[config.mk]
export PLATFORM = sky130hd
export DESIGN_NAME = l2_line_burst_adaptor
export DESIGN_NICKNAME = d
export VERILOG_FILES = /design/src/rtl/l2_line_burst_adaptor.sv
export SDC_FILE = /design/constraint.sdc
export NUM_CORES = 1
export LEC_CHECK = 0
export BUFFER_PORTS_ARGS = -buffer_cell sky130_fd_sc_hd__buf_2
export CAP_MARGIN = 20
export CORE_AREA = 3 3 272 274
export CTS_BUF_LIST = sky130_fd_sc_hd__clkbuf_4 sky130_fd_sc_hd__clkbuf_8
export CTS_CLUSTER_DIAMETER = 200
export DETAILED_ROUTE_END_ITERATION = 8
export DIE_AREA = 0 0 275 277
export PLACE_DENSITY_LB_ADDON = 0.1
export RECOVER_POWER = 50
export SETUP_SLACK_MARGIN = 0.05
export SLEW_MARGIN = 20
export SYNTH_ARGS = -nofsm -noshare
export SYNTH_HDL_FRONTEND = slang
export SYNTH_SLANG_ARGS = --single-unit
[constraint.sdc]
create_clock -name clk -period 2.03 [get_ports clk]
set_input_delay 0.3045 -clock clk [delete_from_list [all_inputs] [get_ports clk]]
set_output_delay 0.3045 -clock clk [all_outputs]
set_load 0.02 [all_outputs]
[src/rtl/l2_line_burst_adaptor.sv]
// -----------------------------------------------------------------------------
// l2_line_burst_adaptor
//
// Memory-side responder for the L2 cache line handshake. Each line read or
// write is turned into a BEATS-long burst of BEAT_W-bit beats on the
// physical-memory bus. A single-cycle line_resp goes back to the L2 when the
// burst completes.
//
// Optional feature macro: LINE_ADAPTOR_FAST_RESP_EN
//   undefined : the response is registered and issued from a DONE state one
//               cycle after the last beat.
//   defined   : DONE is skipped. line_resp is asserted combinationally with
//               the last burst_resp. The top read slice is forwarded straight
//               from burst_rdata in that cycle, which saves one cycle.
//
// Ports
//   clk, rst_n        clock, asynchronous active-low reset
//   line_addr         line address from L2 (sampled in IDLE only)
//   line_read         L2 pmem_read
//   line_write        L2 pmem_write (wins over line_read)
//   line_wdata        line to write back (sampled in IDLE only)
//   line_rdata        assembled read line, held until the next read overwrites it
//   line_resp         L2 pmem_resp, one cycle per line transaction
//   burst_addr        line-aligned burst address
//   burst_read        burst read request (decoded from state)
//   burst_write       burst write request (decoded from state)
//   burst_wdata       current write beat
//   burst_rdata       current read beat
//   burst_resp        per-beat acknowledge from memory
// -----------------------------------------------------------------------------
module l2_line_burst_adaptor #(
    parameter int LINE_W = 256,
    parameter int BEAT_W = 64,
    parameter int ADDR_W = 32
) (
    input  logic              clk,
    input  logic              rst_n,
    input  logic [ADDR_W-1:0] line_addr,
    input  logic              line_read,
    input  logic              line_write,
    input  logic [LINE_W-1:0] line_wdata,
    output logic [LINE_W-1:0] line_rdata,
    output logic              line_resp,
    output logic [ADDR_W-1:0] burst_addr,
    output logic              burst_read,
    output logic              burst_write,
    output logic [BEAT_W-1:0] burst_wdata,
    input  logic [BEAT_W-1:0] burst_rdata,
    input  logic              burst_resp
);

    localparam int BEATS = LINE_W / BEAT_W;
    localparam int CNT_W = (BEATS > 1) ? $clog2(BEATS) : 1;
    // Byte-offset bits inside one line; cleared to align the burst address.
    localparam int OFF_W = $clog2(LINE_W / 8);
    localparam logic [CNT_W-1:0] LAST_BEAT = CNT_W'(BEATS - 1);

    typedef enum logic [1:0] {IDLE, RD_BURST, WR_BURST, DONE} state_t;

`ifdef LINE_ADAPTOR_FAST_RESP_EN
    localparam state_t END_STATE = IDLE;
`else
    localparam state_t END_STATE = DONE;
`endif

    state_t            state_q;
    logic [CNT_W-1:0]  cnt_q;
    logic [ADDR_W-1:0] addr_q;
    logic [BEAT_W-1:0] rbuf_q [BEATS];
    logic [BEAT_W-1:0] wbuf_q [BEATS];

    // Single FSM block: request capture, beat counting and buffer updates.
    always_ff @(posedge clk or negedge rst_n) begin
        if (!rst_n) begin
            state_q <= IDLE;
            cnt_q   <= '0;
            addr_q  <= '0;
            for (int i = 0; i < BEATS; i++) begin
                rbuf_q[i] <= '0;
                wbuf_q[i] <= '0;
            end
        end else begin
            case (state_q)
                IDLE: begin
                    if (line_write || line_read) begin
                        addr_q <= {line_addr[ADDR_W-1:OFF_W], {OFF_W{1'b0}}};
                        cnt_q  <= '0;
                        if (line_write) begin
                            for (int i = 0; i < BEATS; i++) begin
                                wbuf_q[i] <= line_wdata[i*BEAT_W +: BEAT_W];
                            end
                            state_q <= WR_BURST;
                        end else begin
                            state_q <= RD_BURST;
                        end
                    end
                end
                RD_BURST: begin
                    if (burst_resp) begin
                        rbuf_q[cnt_q] <= burst_rdata;
                        cnt_q         <= cnt_q + 1'b1;   // wraps 3->0 on the last beat
                        if (cnt_q == LAST_BEAT) begin
                            state_q <= END_STATE;
                        end
                    end
                end
                WR_BURST: begin
                    if (burst_resp) begin
                        cnt_q <= cnt_q + 1'b1;
                        if (cnt_q == LAST_BEAT) begin
                            state_q <= END_STATE;
                        end
                    end
                end
                DONE: begin
                    state_q <= IDLE;
                end
                default: begin
                    state_q <= IDLE;
                end
            endcase
        end
    end

    // Request strobes depend on state alone, so they cannot glitch and they
    // drop as soon as reset forces IDLE.
    assign burst_addr  = addr_q;
    assign burst_read  = (state_q == RD_BURST);
    assign burst_write = (state_q == WR_BURST);
    assign burst_wdata = wbuf_q[cnt_q];

`ifdef LINE_ADAPTOR_FAST_RESP_EN
    // This cycle's acknowledge completes the burst.
    logic last_beat;
    assign last_beat = burst_resp && (cnt_q == LAST_BEAT) &&
                       ((state_q == RD_BURST) || (state_q == WR_BURST));
    assign line_resp = last_beat;
`else
    assign line_resp = (state_q == DONE);
`endif

    // Assemble the read line from the beat registers. In fast mode the top
    // slice is bypassed from the bus during the final read beat, so the line
    // is complete in the same cycle as line_resp.
    for (genvar gi = 0; gi < BEATS; gi++) begin : g_rdata
`ifdef LINE_ADAPTOR_FAST_RESP_EN
        if (gi == BEATS - 1) begin : g_bypass
            assign line_rdata[gi*BEAT_W +: BEAT_W] =
                (last_beat && (state_q == RD_BURST)) ? burst_rdata : rbuf_q[gi];
        end else begin : g_reg
            assign line_rdata[gi*BEAT_W +: BEAT_W] = rbuf_q[gi];
        end
`else
        assign line_rdata[gi*BEAT_W +: BEAT_W] = rbuf_q[gi];
`endif
    end

endmodule

Yosys cells after proc, flatten, opt, wreduce, memory -nomap -nowiden
Index checks and enable logic that the tools add are counted.

Add/subtract/negate cells: 1. Order comparisons: 2. Equality and inequality tests: 7. Mux-type cells: 14. Bitwise logic cells: 1. Reduce and logical (&&, ||, !) cells: 10.

Operators by type and width (count): $bwmux W256 (1); $mux W64 (3); $bmux W64 S2 (1); $demux W64 S2 (1); $mux W2 (6); $reduce_and A3 Y1 (3); $eq A2 B2 Y1 const B (3); $pmux W2 S3 (1); $ne A2 B1 Y1 const B (2); $pmux W2 S2 (1); $reduce_and A2 Y1 (2); $ge A3 B3 Y1 const B (1); $lt A3 B1 Y1 const B (1); $not A2 Y3 (1); $add A2 B1 Y2 const B (1); $eq A2 B1 Y1 const B (1); $logic_not A2 Y1 (1); $ne A2 B2 Y1 const B (1); $reduce_bool A2 Y1 (1); $reduce_or A2 Y1 (1); $logic_and A1 B1 Y1 (1); $logic_or A1 B1 Y1 (1).

Bits in registers: 543. Input port bits: 357. Output and inout port bits: 355. Word-level logic and storage cells: 46.

Longest topological paths before layout
Gate-level depths: netlist of run 1.

Depth in word-level cells: 6. Gate-level depth with buffers: 7. Depth with buffers taken out: 5.

Worst setup path after synthesis of run 1
No wires, ideal clock.

Kind: register -> register. From: register cnt_q[0]. To: register rbuf_q (netlist bit line_rdata[151]). Library setup time: 0.125 ns. Arrival: 1.718 ns. Data required time: 1.905 ns. Path slack: 0.187 ns. Cell stages (with the launch flop): 8. Buffers on the path: 3. Clock period less this slack: 1.843 ns. Path through: dfrtp_1 -> buf_6 -> buf_2 -> inv_1 -> ha_1 -> nand3_2 -> buf_4 -> mux2_2.

Word-level cells in the longest chain between the ends: 6. Elaborated cells on any way between the ends: 7. Those cells by class: order compare (2); mux (3); bitwise (1); reduce/logical (1).

RTL lines: start: declaration (RTL line 67) `logic [CNT_W-1:0] cnt_q;`; start signal: assignment (RTL line 101) `cnt_q <= cnt_q + 1'b1;`; start signal: assignment (RTL line 109) `cnt_q <= cnt_q + 1'b1;`; $not A2 Y3 (not written as such) * (RTL line 100) `rbuf_q[cnt_q] <= burst_rdata;`; $ge A3 B3 Y1 (not written as such) / $lt A3 B1 Y1 (equally long branches) (RTL line 100); $logic_and A1 B1 Y1 (not written as such) (RTL line 100); $mux W64 (not written as such) (RTL line 100); $demux W64 S2 * (RTL line 100); $bwmux W256 * (RTL line 100); end signal: indexed assignment (RTL line 100); end: declaration (RTL line 69) `logic [BEAT_W-1:0] rbuf_q [BEATS];`.

Mark *: on every way between the ends. The rest lies on a longest branch, timed or not. A chain may end at the register's enable or synchronous reset.

Final worst setup path of run 1
From: register cnt_q[0]. To: output port burst_wdata[37].

Word-level cells in the longest chain between the ends: 4.

RTL lines: $not A2 Y3 (not written as such) (RTL line 130) `assign burst_wdata = wbuf_q[cnt_q];`; $bmux W64 S2 (RTL line 130); $mux W64 (not written as such) (2 in series) (RTL line 130); end: declaration (RTL line 47) `output logic [BEAT_W-1:0] burst_wdata,`.

No other way between the ends. The select of a mux whose other input is x is not followed.

==> metrics.txt, run 1 <==
HP Class input pin to flip-flop; failing checks setup timing; fin crit share 124.3%; EDFF count, synth 0; layout cell share with drive strength beyond 1 61.74%; GRT Overall Usage 18.82%; Fin Hold WS 141.5 ps; Synth Flop Type dfrtp_1; initial antenna violation count 11; run status complete, but fails checks; relative slew slack 30.87%; vias in the first global route 17,490; Clock transition at path regs 60 ps; H-Tree Depth 3; clk buf depth 3; largest net degree at the start of global routing 82; Die Span Y 277 µm; die width 275 µm; power density cells 1650 nW/µm²; Seq/Total Area, Yosys 61.49%; Avg Vias per Cell 4.463; RSZ-0062 raised after global routing true; Vias 15,520; GPL Wtd Cong 0.7807; synthesized cell area 22,100 µm²; Clock Latency Late Sink 680 ps; Min Clock Period, post-route 2523 ps; crit path kind flip-flop to output port; cell taking the most area after synthesis dfrtp_1; post-route setup slack -492.7 ps; routed length per placed instance 21.07 µm; final hold violations 0; Psw 20,200 µW; TritonCTS clock tree built; r2r worst-path depth 8; global route overflow 0; global-route wire length before repair 109.0 mm; Syn. warnings 0; Synth area leaders dfrtp_1 (61%), mux2_2 (27%), mux4_2 (5.9%), buf_6 (1.9%), mux4_1 (0.71%); core area 71,610 µm²; Sequential Power Share 34.0%; Worst EP required 1730 ps; highest routed metal layer met4; M1 WL 27.19 mm; FF+latch count, synth 543; drt initial violations 471; post-placement cell count 2,901; WP data arrival 2220 ps; Max Clock Skew 33.99 ps; post-synth cell types 28; dpl cell area 27,040 µm²; clock power share 19.7%; Layout Cells excl Fill 3,478; initial core utilization 30.86%; Layout area overhead 52.55%; Fmax achieved 396.4 MHz; count leader, synth dfrtp_1; Routed WL 73.27 mm; Gate power share 46.3%; final-report setup violation count 194; CTS Buf Count 98; root buf cell clkbuf_8; Worst-Margin Slew 1037 ps; Post-synth top cells dfrtp_1 (543), mux2_2 (539), mux4_2 (58), buf_6 (37), buf_2 (19); critical path startpoint category flip-flop; post-DP HPWL 51.91 mm; CP endpoint kind output port; Rows 98; TritonCTS Sinks 543; Syn Area/Cell 17.50 µm²; post-synth top area share 61.49%; port buffer count 701; met2 wire length 39.08 mm; max_cap viols 0; I/O pin total 712; Hold Crit Depth 3; P_leak 0.01586 µW; TritonRoute pass-1 iters 4; antenna viol nets, final 0; Max Slew Vio Count 0; switching share of power 36.33%; Internal 35,410 µW; Final #Nets 2,810; final instance area 33,710 µm²; Syn Inst Count 1,263; crit path max fanout 7; FFs w/ async S/R, synth 100.0%; maximum vdd drop 991.2 µV; routed wl met3 3.900 mm; die area 76,180 µm²; drt drc 0
## sequential cells by signal, indices dropped and copies added, names as in the netlist
| name | count |
|---|---|
| burst_addr | 27 |
| cnt_q | 2 |
| line_rdata | 256 |
| state_q | 2 |
| wbuf_q | 256 |
## power groups by stage
stage | clock [µW] | combinational, µW | sequential, µW
finish | 11000 | 25700 | 18900
global route | 11900 | 27200 | 19500
CTS | 11400 | 26000 | 18900
detailed placement | 0 | 23200 | 19100
global placement | 0 | 22900 | 18900
floorplan | 0 | 11800 | 21800
## through the flow
stage | power, µW | setup WS [ps] | setup TNS [ps] | utilization [%]
4_1_cts | 56310 | -598.6 | -38810 | 46.85
6_report | 55610 | -492.7 | -35150 | 47.07
3_3_place_gp | 41830 | 42.77 | 0 | 37.76
3_5_place_dp | 42240 | 12.68 | 0 | 37.76
5_1_grt | 58680 | -592.5 | -51450 | 47.07
2_1_floorplan | 33600 | 186.9 | 0 | -
## routing by layer
| layer | vias up | track usage (%) |
|---|---|---|
| li1 | 7011 | - |
| met1 | 7903 | 20.90 |
| met2 | 455 | 33.94 |
| met3 | 153 | 4.341 |
| met4 | 0 | 8.585 |
| met5 | - | 0 |
## layout make-up
cell class	count	area (µm²)
fillers	6550	37900
flip-flops and latches	543	13600
repair buffers	1152	8832
multi-input cells	645	7938
clock buffers	154	1913
well taps	950	1189
clock inverters	19	196.4
diodes	11	27.53
inverters	4	17.52
## kinds of logic (layout without fill, tap and decap cells)
group,Yosys count,in the layout,share of synthesized area [%]
buffers and inverters,81,1329,3.063
other,1,16,0.01697
muxes,606,606,34.23
adders and majority gates,9,9,0.5096
AOI/OAI and AO/OA,9,9,0.2548
and+or+nand+nor,14,16,0.4304
DFF,543,543,61.49
## repair_timing
item / 4_1_cts / 5_1_grt
setup endpoints to repair: 179 / 411
pin swaps: 3 / 0
hold buffers: 350 / 0
setup buffers: 22 / 2
gates resized for setup: 119 / 21
hold endpoints to repair: 1043 / 0
cloned: 11 / 9
## final timing paths
path                                   endpoint            start  slack [ps]
worst max-delay path            burst_wdata[37]         cnt_q[0]        -490
worst min-delay path                   cnt_q[0]       burst_resp         140
worst max register to register  line_rdata[234]         cnt_q[0]        -110
worst min register to register  line_rdata[202]  line_rdata[202]         500
max in group asynchronous        burst_addr[21]            rst_n         260
min in group asynchronous            wbuf_q[39]            rst_n         320
## worst max-delay path, stage by stage (launching register included)
cell	delay (ps)
dfrtp_4	500
buf_12	150
buf_8	130
buf_12	140
mux4_2	460
buf_6	150
## cells in the final DEF (no fill, tap or decap), types with 5 or more instances in the layout
cell	count
buf_12	32
dfrtp_1	541
mux2_2	539
clkbuf_4	38
buf_8	7
mux4_2	63
bufbuf_16	5
clkbuf_16	7
clkbuf_1	39
diode_2	11
dlygate4sd3_1	350
clkbuf_8	121
buf_6	46
conb_1	5
clkinv_2	11
buf_4	31
buf_16	7
clkbuf_2	9
buf_2	614
No activity file was read; power rests on OpenSTA's default activity.
==> run 2: changes to the inputs <==
--- a/config.mk
+++ b/config.mk
@@ -12,7 +12,7 @@
 export CTS_CLUSTER_DIAMETER = 200
 export DETAILED_ROUTE_END_ITERATION = 8
 export DIE_AREA = 0 0 275 277
-export PLACE_DENSITY_LB_ADDON = 0.1
+export PLACE_DENSITY = 0.51
 export RECOVER_POWER = 50
 export SETUP_SLACK_MARGIN = 0.05
 export SLEW_MARGIN = 20
==> run 2 against run 1 <==
Net effect:
- the flow still finishes with violations (setup timing)
- routed wire length is 2.7% higher
- worst hold slack lost 19 ps
- fmax up 1.8%
- via count up 1.3%
- critical endpoint is now burst_wdata[0]
- clock power about the same
==> metrics.txt, run 2 (same netlist as run 1, synthesis figures left out) <==
run status complete, but fails checks (unchanged); failing checks setup timing (unchanged); Vias 15,720 (was 15,520); most frequent cells in the layout buf_2 (608), dfrtp_1 (541), mux2_2 (421) (was buf_2 (614), dfrtp_1 (541), mux2_2 (539)); RSZ-0062 raised after global routing true (unchanged); port buffer count 701 (unchanged); total power 57,380 µW (was 55,610 µW); die area 76,180 µm² (unchanged); switching share of power 35.86% (was 36.33%); buffer and inverter count on the worst path 3 (was 4); crit path max fanout 6 (was 7); Clock Latency Late Sink 680 ps (about the same); commonest non-fill, non-tap cell in the layout buf_2 (unchanged); Worst EP required 1730 ps (about the same); Layout area overhead 55.99% (was 52.55%); Psw 20,570 µW (was 20,200 µW); M1 WL 29.61 mm (was 27.19 mm); highest routed metal layer met5 (was met4); routed length per placed instance 21.62 µm (was 21.07 µm); post-route setup slack -448.8 ps (was -492.7 ps); Clock transition at path regs 60 ps (about the same); routed wl met3 4.008 mm (was 3.900 mm); H-Tree Depth 3 (unchanged); layout cell share with drive strength beyond 1 62.39% (was 61.74%); Min Clock Period, post-route 2479 ps (was 2523 ps); relative slew slack 7.949% (was 30.87%); Die Span Y 277 µm (unchanged); Final Core Density 48.13% (was 47.07%); critical path startpoint category flip-flop (unchanged); Routed WL 75.22 mm (was 73.27 mm); HP Class input pin to flip-flop (unchanged); Max Slew Vio Count 0 (unchanged); Fmax achieved 403.4 MHz (was 396.4 MHz); Internal 36,800 µW (was 35,410 µW); final-report setup violation count 138 (was 194); CP cell instances buf_12, buf_12, mux4_2, buf_6 (was buf_12, buf_8, buf_12, mux4_2, buf_6); GPL Wtd Cong 0.8145 (was 0.7807); initial core utilization 30.86% (unchanged); maximum vdd drop 815.8 µV (was 991.2 µV); post-DP HPWL 50.56 mm (was 51.91 mm); r2r worst-path depth 9 (was 8); Worst-Margin Slew 1381 ps (was 1037 ps); Final #Nets 2,818 (was 2,810); cell family with most CP delay multiplexers (was buffers and inverters); I/O pin total 712 (unchanged); Max Clock Skew 32.55 ps (was 33.99 ps); power density cells 1665 nW/µm² (was 1650 nW/µm²); Fin Hold WS 123.0 ps (was 141.5 ps); CTS Buf Count 98 (unchanged); drt drc 0 (unchanged); Worst path most repeated cell buf_12 (unchanged); TritonCTS clock tree built (unchanged); Sequential Power Share 33.3% (was 34.0%); Worst path depth 4 (was 5); Hold Crit Depth 3 (unchanged); global-route wire length before repair 108.7 mm (was 109.0 mm); clock power share 19.4% (was 19.7%); drt initial violations 609 (was 471); max_cap viols 0 (unchanged); Gate power share 47.3% (was 46.3%); largest net degree at the start of global routing 76 (was 82); WP data arrival 2170 ps (was 2220 ps); Post-Place Worst Slack -46.02 ps (was 12.68 ps); Avg Vias per Cell 4.518 (was 4.463); final hold violations 0 (unchanged); met2 wire length 38.39 mm (was 39.08 mm); Crit-path slowest cell mux4_2 (was dfrtp_4); P_leak 0.01655 µW (was 0.01586 µW); root buf cell clkbuf_8 (unchanged); initial antenna violation count 7 (was 11); Worst path max stage delay 540 ps (was 500 ps); die width 275 µm (unchanged); vias in the first global route 17,840 (was 17,490); fin crit share 122.1% (was 124.3%); Rows 98 (unchanged); core area 71,610 µm² (unchanged); TritonRoute pass-1 iters 5 (was 4); clk buf depth 3 (unchanged); GRT Overall Usage 18.78% (was 18.82%); global route overflow 0 (unchanged); crit path kind flip-flop to output port (unchanged); antenna viol nets, final 0 (unchanged); TritonCTS Sinks 543 (unchanged); CP endpoint kind output port (unchanged)
[run 2: cell count changes in the layout (fill, tap and decap cells not counted), moves of 10 or more]
| cell | before | now |
|---|---|---|
| mux2_2 | 539 | 421 |
| buf_6 | 46 | 75 |
| clkbuf_1 | 39 | 29 |
| mux2_4 | 0 | 118 |
| buf_4 | 31 | 21 |
[run 2: through the flow]
step / setup TNS (ps) / area (µm²) / cells
after floorplan: 0 / 22110 / 1267
after global placement: -49.26 / 27040 / 2909
after detailed placement: -77.16 / 27040 / 2909
after CTS: -31150 / 33550 / 3447
after global routing: -46640 / 34470 / 3479
final: -26700 / 34470 / 3479
[run 2: layout make-up]
type | count | area [µm²]
fillers | 6346 | 37140
well taps | 950 | 1189
repair buffers | 1161 | 9134
inverters | 4 | 20.02
diodes | 6 | 15.01
clock buffers | 159 | 1932
multi-input cells | 644 | 8379
clock inverters | 12 | 202.7
flip-flops and latches | 543 | 13600
[run 2: power by group through the flow]
stage / Clock (µW) / Sequential [µW] / Combinational [µW]
global placement: 0 / 18900 / 22700
CTS: 11500 / 19000 / 26500
finish: 11100 / 19100 / 27200
detailed placement: 0 / 19200 / 23000
floorplan: 0 / 21800 / 11800
global route: 12000 / 19800 / 28700
[run 2: repair_timing]
| item | CTS | global route |
|---|---|---|
| endpoints found under the setup margin | 184 | 231 |
| endpoints found under the hold margin | 916 | 0 |
| pin swaps | 3 | 2 |
| cloned | 7 | 20 |
| resized for setup | 195 | 134 |
| hold buffers | 350 | 0 |
| setup buffers | 10 | 6 |
[run 2: final timing paths]
check,start,endpoint,slack [ps]
min reg2reg,wbuf_q[82],wbuf_q[82],500
max,cnt_q[0],burst_wdata[0],-450
min in group asynchronous,rst_n,wbuf_q[17],490
max reg2reg,cnt_q[0],line_rdata[224],-80
min,burst_resp,cnt_q[0],120
max in group asynchronous,rst_n,wbuf_q[119],190
[run 2: worst min-delay path, delay by kind of cell]
| kind | cells | cell delay (ps) |
|---|---|---|
| buf+inv | 1 | 210 |
| compound gates | 1 | 180 |
| simple gates | 1 | 60 |
[run 2: routing by layer]
layer | global-route usage, % | vias up
met5 | 0 | -
met4 | 8.666 | 2
met3 | 4.523 | 164
met2 | 32.71 | 517
met1 | 21.69 | 8025
li1 | - | 7009
==> run 3: changes to the inputs <==
--- a/config.mk
+++ b/config.mk
@@ -5,14 +5,14 @@
 export SDC_FILE = /design/constraint.sdc
 export NUM_CORES = 1
 export LEC_CHECK = 0
-export BUFFER_PORTS_ARGS = -buffer_cell sky130_fd_sc_hd__buf_2
 export CAP_MARGIN = 20
 export CORE_AREA = 3 3 272 274
 export CTS_BUF_LIST = sky130_fd_sc_hd__clkbuf_4 sky130_fd_sc_hd__clkbuf_8
 export CTS_CLUSTER_DIAMETER = 200
 export DETAILED_ROUTE_END_ITERATION = 8
 export DIE_AREA = 0 0 275 277
-export PLACE_DENSITY = 0.51
+export DONT_BUFFER_PORTS = 1
+export PLACE_DENSITY = 0.42
 export RECOVER_POWER = 50
 export SETUP_SLACK_MARGIN = 0.05
 export SLEW_MARGIN = 20
==> run 3 against run 2 <==
Net effect:
- the flow still finishes with violations (setup timing)
- global-route usage is 1.7 points lower
- power fell by 11%
- cell count shrank 21%
- die area unchanged
- non-clock buffer count down 723
- worst setup slack better by 65 ps
- count of clock-buffer cells in the layout is 2 lower
- combinational power shrank 41%
- sequential share of layout area rose by 6.1 points
- largest power group is now sequential cells
==> metrics.txt, run 3 (same netlist as run 1, synthesis figures left out) <==
run status complete, but fails checks (unchanged); failing checks setup timing (unchanged); Worst-Margin Slew 1268 ps (was 1381 ps); Hold Crit Depth 3 (unchanged); HP Class input pin to flip-flop (unchanged); initial core utilization 30.86% (unchanged); core area 71,610 µm² (unchanged); Routed WL 68.55 mm (was 75.22 mm); clk buf depth 3 (unchanged); Vias 12,780 (was 15,720); P_leak 0.01301 µW (was 0.01655 µW); Max Slew Vio Count 0 (unchanged); die width 275 µm (unchanged); CTS Buf Count 99 (was 98); most frequent cells in the layout dfrtp_1 (541), mux2_2 (503), dlygate4sd3_1 (351) (was buf_2 (608), dfrtp_1 (541), mux2_2 (421)); Clock Latency Late Sink 670 ps (was 680 ps); global-route wire length before repair 97.44 mm (was 108.7 mm); relative slew slack 15.49% (was 7.949%); post-DP HPWL 45.95 mm (was 50.56 mm); Layout area overhead 35.18% (was 55.99%); maximum vdd drop 694.6 µV (was 815.8 µV); TritonCTS Sinks 543 (unchanged); initial antenna violation count 4 (was 7); Avg Vias per Cell 4.644 (was 4.518); dpl cell area 23,330 µm² (was 27,040 µm²); global route overflow 0 (unchanged); Final Core Density 41.71% (was 48.13%); crit path kind flip-flop to output port (unchanged); crit path max fanout 6 (unchanged); largest net degree at the start of global routing 544 (was 76); die area 76,180 µm² (unchanged); worst reg2reg path startpoint state_q[0] (was cnt_q[0]); TritonCTS clock tree built (unchanged); port buffer count 0 (was 701); final instance area 29,870 µm² (was 34,470 µm²); post-placement cell count 2,186 (was 2,909); Min Clock Period, post-route 2414 ps (was 2479 ps); max_cap viols 0 (unchanged); Layout Cells excl Fill 2,753 (was 3,479); GPL Wtd Cong 0.7721 (was 0.8145); root buf cell clkbuf_8 (unchanged); layout cell share with drive strength beyond 1 48.44% (was 62.39%); r2r worst-path depth 6 (was 9); power density cells 1700 nW/µm² (was 1665 nW/µm²); GRT Overall Usage 17.06% (was 18.78%); Clock transition at path regs 60 ps (about the same); setup_tns -82,360 ps (was -26,700 ps); final-report setup violation count 476 (was 138); I/O pin total 712 (unchanged); Rows 98 (unchanged); Die Span Y 277 µm (unchanged); Hold EP burst_addr[25] (was cnt_q[0]); Fin Hold WS 113.5 ps (was 123.0 ps); RSZ-0062 raised after global routing true (unchanged); TritonRoute pass-1 iters 4 (was 5); CP endpoint kind output port (unchanged); vias in the first global route 14,450 (was 17,840); flop2flop setup slack -50 ps (was -80 ps); fin crit share 118.9% (was 122.1%); Final #Nets 2,097 (was 2,818); Worst EP required 1730 ps (about the same); WP data arrival 2110 ps (was 2170 ps); Fmax achieved 414.3 MHz (was 403.4 MHz); commonest non-fill, non-tap cell in the layout dfrtp_1 (was buf_2); final hold violations 0 (unchanged); drt initial violations 452 (was 609); Max Clock Skew 35.08 ps (was 32.55 ps); H-Tree Depth 3 (unchanged); drt drc 0 (unchanged); antenna viol nets, final 0 (unchanged); post-route setup slack -383.9 ps (was -448.8 ps); routed length per placed instance 24.90 µm (was 21.62 µm); critical path startpoint category flip-flop (unchanged); RR Endpoint wbuf_q[75] (was line_rdata[224]); Hold Path Origin line_read (was burst_resp)
-- run 3: changes by cell type in the layout (fill, tap and decap cells not counted), moves of 9 or more --
cell	delta
clkbuf_1	-28
mux2_2	+82
mux2_4	-82
buf_6	-62
clkbuf_4	-14
clkbuf_8	+9
buf_2	-608
clkbuf_2	-9
-- run 3: how the worst max path moves through the flow --
stage               startpoint               to  slack [ps]
CTS                   cnt_q[0]  burst_wdata[14]        -500
detailed placement    cnt_q[0]  burst_wdata[20]         180
global placement      cnt_q[0]  burst_wdata[20]         190
global route             rst_n   line_rdata[18]        -530
finish                cnt_q[0]  burst_wdata[14]        -380
floorplan             cnt_q[0]  line_rdata[151]         190
-- run 3: area by class of cell --
| type | instances | area (µm²) |
|---|---|---|
| Multi-Input combinational cell | 645 | 8051 |
| Tap cell | 950 | 1189 |
| Fill cell | 6560 | 41740 |
| Timing Repair Buffer | 438 | 4880 |
| Sequential cell | 543 | 13600 |
| Clock inverter | 13 | 155.1 |
| Inverter | 4 | 17.52 |
| Clock buffer | 157 | 1973 |
| Antenna cell | 3 | 7.507 |
-- run 3: what timing repair did --
action	4_1_cts	5_1_grt
endpoints found under the setup margin	65	211
hold endpoints to repair	1086	251
gates cloned	3	15
hold buffers	350	3
gates resized for setup	52	23
pin swaps	2	0
setup buffers	6	14
-- run 3: metal layers --
layer	GRT usage (%)	up-vias	part of all wire, %
li1	-	5544	-
met1	18.80	6689	37
met2	30.92	450	53
met3	4.852	101	7.0
met4	6.297	0	2.7
met5	0	-	0
-- run 3: stage by stage --
step                      power, µW  setup WS (ps)
after floorplan               33600          186.9
after global placement        37770          186.1
after detailed placement      38120          176.2
after CTS                     50910         -496.9
after global routing          53530         -529.0
final                         50780         -383.9
-- run 3: where the power goes --
group / switching (µW) / total, µW / internal (µW)
sequential: 7440 / 23700 / 16200
clock: 4600 / 11000 / 6390
combinational: 7070 / 16100 / 9030
total: 19100 / 50800 / 31700
-- run 3: worst max-delay path, cell delays in order (launching register included) --
cell,delay (ps)
dfrtp_4,510
buf_12,150
buf_16,150
buf_6,120
mux4_2,510
